File: src/rtl/sd_int_ctrl.sv
// rtl/sd_int_ctrl.sv - SD host interrupt status/enable registers with a coalesced interrupt line
// Sticky event capture with per-source acks, W1C/enable access and an IDLE/WAIT/ASSERT moderation FSM.
module sd_int_ctrl #(
  parameter int              N_EV        = 16,
  parameter logic [N_EV-1:0] ERR_MASK    = 16'h7E00,
  parameter int              SUMMARY_BIT = 15,
  parameter int              COAL_W      = 8,
  parameter int              COAL_TMO    = 200
) (
  input  logic            clock,
  input  logic            reset,
  input  logic [N_EV-1:0] ev_req,
  output logic [N_EV-1:0] ev_ack,
  input  logic            wr_en,
  input  logic [1:0]      wr_sel,
  input  logic [N_EV-1:0] wr_data,
  output logic [N_EV-1:0] status_out,
  output logic [N_EV-1:0] stat_en_out,
  output logic [N_EV-1:0] sig_en_out,
  output logic            irq
);

  localparam logic [N_EV-1:0]   ONE_BIT   = 1;
  localparam logic [N_EV-1:0]   SUM_MASK  = ONE_BIT << SUMMARY_BIT;
  localparam logic [COAL_W-1:0] CNT_MAX   = '1;
  localparam logic [COAL_W-1:0] CNT_ONE   = 1;
  // The timer starts one cycle after the status bit becomes visible, hence the -2.
  localparam logic [COAL_W-1:0] TMO_LAST  = COAL_W'((COAL_TMO >= 2) ? COAL_TMO - 2 : 0);
  localparam bit                TMO_SHORT = (COAL_TMO < 2);

  typedef enum logic [1:0] {IDLE, WAIT, ASSERT} state_t;

  state_t            state, state_n;
  logic [N_EV-1:0]   status, status_n, stat_en, sig_en, req_q;
  logic [N_EV-1:0]   rise, set_bits, w1c, en_clr;
  logic [COAL_W-1:0] thresh, ev_cnt, ev_cnt_n, cnt_inc, timer, timer_n;
  logic              hit, pend, irq_n;

  always_comb begin
    rise     = ev_req & ~req_q;
    w1c      = (wr_en && wr_sel == 2'd0) ? wr_data : '0;
    en_clr   = (wr_en && wr_sel == 2'd1) ? ~wr_data : '0;
    set_bits = rise & stat_en & ~SUM_MASK;
    // Set beats W1C; disabling a bit beats a same-cycle set.
    status_n = ((status & ~w1c) | set_bits) & ~en_clr & ~SUM_MASK;
    hit      = |(set_bits & ~en_clr & sig_en);
  end

  always_comb begin
    status_out              = status;
    status_out[SUMMARY_BIT] = |(status & ERR_MASK & ~SUM_MASK);
  end

  assign stat_en_out = stat_en;
  assign sig_en_out  = sig_en;
  assign pend        = |(status_out & sig_en);
  assign cnt_inc     = (hit && ev_cnt != CNT_MAX) ? ev_cnt + 1'b1 : ev_cnt;

  always_comb begin
    state_n  = state;
    ev_cnt_n = ev_cnt;
    timer_n  = timer;
    case (state)
      IDLE: begin
        timer_n = '0;
        if (pend) begin
          if (thresh == '0 || TMO_SHORT) begin
            state_n  = ASSERT;
            ev_cnt_n = '0;
          end else begin
            state_n  = WAIT;
            ev_cnt_n = cnt_inc;
          end
        end else begin
          // Remember the capture cycle so it counts once pend rises next cycle.
          ev_cnt_n = hit ? CNT_ONE : '0;
        end
      end
      WAIT: begin
        if (!pend) begin
          state_n  = IDLE;
          ev_cnt_n = '0;
          timer_n  = '0;
        end else if (ev_cnt >= thresh || timer == TMO_LAST) begin
          state_n  = ASSERT;
          ev_cnt_n = '0;
          timer_n  = '0;
        end else begin
          timer_n  = timer + 1'b1;
          ev_cnt_n = cnt_inc;
        end
      end
      ASSERT: begin
        ev_cnt_n = '0;
        timer_n  = '0;
        if (!pend) state_n = IDLE;
      end
      default: begin
        state_n  = IDLE;
        ev_cnt_n = '0;
        timer_n  = '0;
      end
    endcase
    irq_n = (state_n == ASSERT);
  end

  always_ff @(posedge clock or negedge reset) begin
    if (!reset) begin
      state  <= IDLE;
      ev_cnt <= '0;
      timer  <= '0;
      irq    <= 1'b0;
    end else begin
      state  <= state_n;
      ev_cnt <= ev_cnt_n;
      timer  <= timer_n;
      irq    <= irq_n;
    end
  end

  always_ff @(posedge clock or negedge reset) begin
    if (!reset) begin
      status  <= '0;
      stat_en <= '1;
      sig_en  <= '0;
      thresh  <= '0;
      req_q   <= '0;
      ev_ack  <= '0;
    end else begin
      req_q  <= ev_req;
      ev_ack <= rise;
      status <= status_n;
      if (wr_en) begin
        case (wr_sel)
          2'd1:    stat_en <= wr_data;
          2'd2:    sig_en  <= wr_data;
          2'd3:    thresh  <= wr_data[COAL_W-1:0];
          default: ;
        endcase
      end
    end
  end

endmodule

File: config.mk
export PLATFORM = sky130hd
export DESIGN_NAME = sd_int_ctrl
export DESIGN_NICKNAME = d
export VERILOG_FILES = /design/src/rtl/sd_int_ctrl.sv
export SDC_FILE = /design/constraint.sdc
export NUM_CORES = 1
export LEC_CHECK = 0
export ABC_AREA = 1
export CAP_MARGIN = 40
export CELL_PAD_IN_SITES_DETAIL_PLACEMENT = 1
export CELL_PAD_IN_SITES_GLOBAL_PLACEMENT = 1
export CORE_ASPECT_RATIO = 1.1
export CORE_MARGIN = 2
export CORE_UTILIZATION = 34
export CTS_CLUSTER_SIZE = 8
export DETAILED_ROUTE_END_ITERATION = 10
export PLACE_DENSITY = 0.8
export SLEW_MARGIN = 20
export SYNTH_ARGS = -nofsm -noshare
export SYNTH_HDL_FRONTEND = slang
export SYNTH_SLANG_ARGS = --single-unit
export TNS_END_PERCENT = 100
File: constraint.sdc
create_clock -name clock -period 1.8 [get_ports clock]
set_clock_uncertainty 0.05 [all_clocks]
set_input_delay 0.36 -clock clock [delete_from_list [all_inputs] [get_ports clock]]
set_output_delay 0.36 -clock clock [all_outputs]
set_load 0.03 [all_outputs]
After elaboration in Yosys (flattened, before gate mapping):

Cells that the tools add are included.

* input port bits: 37
* output and inout port bits: 65
* flip-flop bits (word level): 106

* mux-type cells: 18
* $add $sub $neg: 2
* reduce and logical (&&, ||, !) cells: 13
* equality and inequality tests: 8
* $lt $le $gt $ge: 1
* bitwise gates (word level): 12

Operators with widths (number)
* $mux W8: 8
* $and A16 B16 Y16: 3
* $not A16 Y16: 3
* $and A15 B15 Y15: 3
* $reduce_or A16 Y1: 2
* $add A8 B1 Y8 const B: 2
* $and A15 B16 Y16: 1
* $mux W16: 1
* $pmux W8 S2: 1
* $mux W15: 1
* $not A15 Y15: 1
* $or A15 B15 Y15: 1
* $mux W2: 5
* $eq A2 B2 Y1 const B: 4
* $eq A8 B8 Y1 const B: 1
* $ge A8 B8 Y1: 1
* $logic_not A8 Y1: 1
* $ne A8 B8 Y1 const B: 1
* $pmux W2 S3: 1
* $reduce_and A2 Y1: 3
* $reduce_or A6 Y1: 1
* $eq A2 B1 Y1 const B: 2
* $logic_not A2 Y1: 2
* $logic_and A1 B1 Y1: 3
* other kinds (2): 2

Depth between registers and ports, before layout:

Gate-level depths: netlist of run 1.

* depth after elaboration: 12
* mapped depth: 13

Worst setup path before layout of run 1:

Ideal clock, no wire load.

* path kind: register to register
* from: register status[11]
* to: register ev_cnt[2]
* setup slack: -0.174 ns
* stages on the path, launching flop included: 11
* required time: 1.626 ns
* library setup time: 0.124 ns
* arrival time: 1.800 ns
* cells stage by stage: dfrtp_1 nor2_1 nand3_1 nand2_1 nand2_1 nor2_1 nor2_1 nand2_2 nand2_1 inv_1 nor2_1

* cells in the longest elaborated chain, start to end: 5
* elaborated cells between the ends (all ways): 6
* those cells by class: 3 x mux; 1 x bitwise; 2 x reduce/logical

Ends and longest elaborated chain
* from (decl): line 34 `logic [N_EV-1:0] status, status_n, stat_en, sig_en, req_q;`
* from (signal assigned): line 132 `status <= status_n;`
* $reduce_or A6 Y1 *: line 51 `status_out[SUMMARY_BIT] = |(status & ERR_MASK & ~SUM_MASK);`
* net status_out[15]: line 17 `output logic [N_EV-1:0] status_out,`
* $and A16 B16 Y16 *: line 56 `assign pend = |(status_out & sig_en);`
* $reduce_or A16 Y1 *: line 56
* $mux W8 (on tied branches): line 80, 66
* $pmux W8 S2 *: line 63 `case (state)`
* net ev_cnt_n[2]: line 36 `logic [COAL_W-1:0] thresh, ev_cnt, ev_cnt_n, cnt_inc, timer, timer_n;`
* to (signal assigned): line 115 `ev_cnt <= ev_cnt_n;`
* to (decl): line 36

The timed path passes the listed nets; every way through them passes the cells marked *.
A chain may end at the register's enable or synchronous reset.

Final worst setup path of run 1:

* from: register thresh[5]
* to: register ev_cnt[5]

* cells in the longest elaborated chain, start to end: 5
* elaborated cells between the ends (all ways): 8
* those cells by class: 1 x order compare; 5 x mux; 2 x reduce/logical

Ends and longest elaborated chain
* from (decl): line 36
* from (signal assigned): line 137 `2'd3: thresh <= wr_data[COAL_W-1:0];`
* $ge A8 B8 Y1: line 84 `end else if (ev_cnt >= thresh || timer == TMO_LAST) begin`
* $logic_or A1 B1 Y1: line 84
* $mux W8: line 84
* $mux W8: line 80 `if (!pend) begin`
* $pmux W8 S2 *: line 63
* net ev_cnt_n[5]: line 36

Marked as above.

==> results of run 1 <==
power by group through the flow:
| stage | sequential, mW | combinational [mW] | clock [mW] |
|---|---|---|---|
| after floorplan | 3.58 | 0.969 | 0 |
| after global placement | 3.18 | 2.41 | 0 |
| after detailed placement | 3.20 | 2.51 | 0 |
| after CTS | 3.16 | 2.50 | 1.97 |
| after global routing | 3.24 | 3.20 | 2.08 |
| final | 3.19 | 2.93 | 1.96 |
cells by family after synthesis:
kind of cell / count (synthesis) / share of synthesized area [%]
adders and majority gates: 11 / 2.95
DFF: 106 / 57.3
xor gates and xnor gates: 11 / 2.06
AOI/OAI and AO/OA: 84 / 9.25
and+or+nand+nor: 234 / 22.2
buffers and inverters: 76 / 6.27
worst max path at each step:
| stage | endpoint | from | depth (start not counted) | slack, ps |
|---|---|---|---|---|
| floorplan | ev_cnt[2]$_DFF_PN0_ | status[9]$_DFF_PN0_ | 10 | 50 |
| global placement | ev_cnt[0]$_DFF_PN0_ | wr_sel[0] | 13 | -450 |
| detailed placement | ev_cnt[0]$_DFF_PN0_ | wr_sel[1] | 14 | -610 |
| CTS | ev_cnt[0]$_DFF_PN0_ | wr_sel[1] | 15 | -10 |
| global route | ev_cnt[4]$_DFF_PN0_ | ev_req[9] | 14 | -110 |
| finish | ev_cnt[5]$_DFF_PN0_ | thresh[5]$_DFFE_PN0P_ | 11 | -0.7 |
final cells by class:
class	instances	area share, %
well taps	184	3.28
multi-input cells	340	27.7
clock buffers	10	3.41
flip-flops and latches	106	38.3
repair buffers	172	23.0
inverters	67	3.66
clock inverters	6	0.696
critical path: stages, from the launching register on:
cell     delay [ps]
dfrtp_1         370
inv_1            60
ha_1            310
nand2_1          80
nor2_2          160
nand4_1         140
nand3_2         110
nor2_2           50
nand2_2         100
nand2_4          90
inv_6           110
nor2_1           60
flip-flops by register name, indices dropped and copies added (netlist names):
| signal | cells |
|---|---|
| ev_ack | 16 |
| ev_cnt | 8 |
| irq | 1 |
| req_q | 16 |
| sig_en_out | 16 |
| stat_en_out | 16 |
| state | 2 |
| status | 15 |
| thresh | 8 |
| timer | 8 |
placed cells by master (no fill, tap or decap), types with 3 or more instances in the layout:
master / synthesis / final
nand3_2: 1 / 9
nand2_2: 2 / 6
clkdlybuf4s50_1: 0 / 40
o21ai_0: 57 / 56
inv_2: 0 / 4
ha_1: 11 / 8
nor2_2: 3 / 24
a21oi_2: 1 / 3
dfrtp_2: 0 / 8
dlygate4sd2_1: 0 / 45
nor2_1: 73 / 43
clkbuf_16: 0 / 9
inv_6: 0 / 4
ha_4: 0 / 3
clkbuf_2: 0 / 3
buf_12: 0 / 5
inv_1: 67 / 62
nand2_1: 98 / 93
nand3_1: 36 / 28
nand4_1: 8 / 8
dfstp_2: 16 / 16
xor2_1: 9 / 9
dfrtp_1: 90 / 82
dlymetal6s2s_1: 0 / 9
buf_4: 0 / 62
nor2_4: 4 / 13
a21oi_1: 22 / 20
stage by stage:
stage / setup slack (ps) / cells / util, % / TNS, ps / hold WS [ps]
floorplan: 50.0 / 522 / - / 0 / 14.4
global placement: -453 / 841 / 47.0 / -3500 / 275
detailed placement: -614 / 841 / 47.0 / -4770 / 289
CTS: -10.7 / 870 / 50.2 / -10.7 / 364
global route: -113 / 885 / 52.6 / -1130 / 88.2
finish: -0.727 / 885 / 52.6 / -0.727 / 94.3
per-layer routing:
| layer | part of all wire (%) | global-route usage (%) |
|---|---|---|
| met1 | 38 | 24.9 |
| met3 | 5.0 | 4.16 |
| met5 | 0 | 0 |
| met4 | 2.5 | 7.84 |
| met2 | 54 | 38.7 |
timing repair:
item / CTS / global route
buffers inserted: 10 / 15
resized for setup: 71 / 72
endpoints found under the hold margin: 21 / 0
endpoints found under the setup margin: 56 / 24
pin swaps: 7 / 36
gates cloned: 2 / 0
hold buffers: 1 / 0
==> results_dict.tcl, run 1 <==
set metrics [dict create \
    hp-class "input port to register" \
    reg2regPathDepth 11 \
    cp_max_fo 7 \
    postSynthCellCount 522 \
    p_seq_share_pct 39.5 \
    grt_pass1_vias 4864 \
    finalCritPeriodShare_pct 100 \
    synth_edf_count 0 \
    cts_sinks 106 \
    yosysSeqAreaShare_pct 57.3 \
    cts_max_level 3 \
    wl_mm 16.0 \
    comb_power_share_pct 36.3 \
    maxSlewHeadroom_pct 70.0 \
    outcome "finished with violations" \
    ys_warn_count 0 \
    grt_max_degree 38 \
    nNetsFinal 744 \
    drv_slew 0 \
    fin_crit_ps 1800 \
    io_pins 102 \
    setup_slack_ps -0.727 \
    multiInputGateArea_mm2 0.00194 \
    postRouteAntennaNets 0 \
    finalWeightedCongestion 0.903 \
    irDropWorstVdd_v 0.000547 \
    fill_cells 1561 \
    drtIter0Drc 184 \
    arrival_ps 2000 \
    track_usage_pct 21.4 \
    crit_path_end_kind "register" \
    power.internal_mw 4.93 \
    ys.flop_type "dfrtp_1" \
    holdPathEnd "req_q[14]$_DFF_PN0_" \
    grt_pass1_wl_mm 24.5 \
    critPathKind "register to register" \
    hp-start "ev_req[14]" \
    insertedDiodeCount 0 \
    fin_area_mm2 0.00701 \
    ys_async_sr_fraction_pct 100 \
    place_area_mm2 0.00626 \
    syn_area_mm2 0.00467 \
    final_layout_size_suffix_gt1_share_pct 26.2 \
    cts_buffers 9 \
    synth_top_area_share_pct 48.3 \
    initial_core_util_pct 35.0 \
    total_power_mw 8.09 \
    worst_pin_slew_ps 449 \
    r2r_end "ev_cnt[5]$_DFF_PN0_" \
    synthTopCellsByArea "dfrtp_1, dfstp_2, nand2_1" \
    cap_violations 0 \
    area_growth_pct 50.2 \
    p_per_area_mw_per_mm2 1150 \
    setup_viol 1 \
    r2r_slack_ps -0.7 \
    coreArea_mm2 0.0133 \
    root_buffer "clkbuf_16" \
    worstHoldPathCells 1 \
    cts_tree "built" \
    die_y_um 127 \
    violations "negative setup slack" \
    start_kind "register" \
    hold_viol 0 \
    synth.ff_latch_count 106 \
    viasPerCell 4.93 \
    yosys.area.top_type "dfrtp_1" \
    via_count 4367 \
    synth.most_common_cell "nand2_1" \
    max_freq_ghz 0.555 \
    p_sw_mw 3.15 \
    leakage_nw 3.49 \
    hpwlAfterDp_mm 10.4 \
    netlist_top_cells_count "nand2_1, dfrtp_1, nor2_1" \
    ff_latch_area_mm2 0.00268 \
    path_clk_slew_ps 70 \
    swShare_pct 39.0 \
    rows 44 \
    clk_latency_ps 360 \
    io_buffers 101 \
    worst_ep_required_time_ps 2000 \
    synth_nets 570 \
    drc_errors 0 \
    ys_types 28 \
    pwr-share-clk_pct 24.2 \
    antenna_found_initial 0 \
    dieArea_mm2 0.0147 \
    drt_pass1_iterations 4 \
    synth.avg_cell_area_um2 8.94 \
    globalRouteOverflowTotal 0 \
    cts_max_path_buffers 2 \
    wire_per_inst_um 18.1 \
    reg2reg_from "thresh[5]$_DFFE_PN0P_" \
    die_w_um 116 \
]
Note: power is estimated with default switching activity, not from simulation.
==> run 2, diff against run 1 <==
CTS_CLUSTER_DIAMETER = 40   (was not set)
GPL_ROUTABILITY_DRIVEN = 0   (was not set)
==> results of run 2 <==
Final layout, timing and power as in run 1 (identical DEF).
==> run 3, diff against run 2 <==
CTS_CLUSTER_DIAMETER = 120   (was 40)
==> results of run 3 <==
Final layout, timing and power as in run 1 (identical DEF).
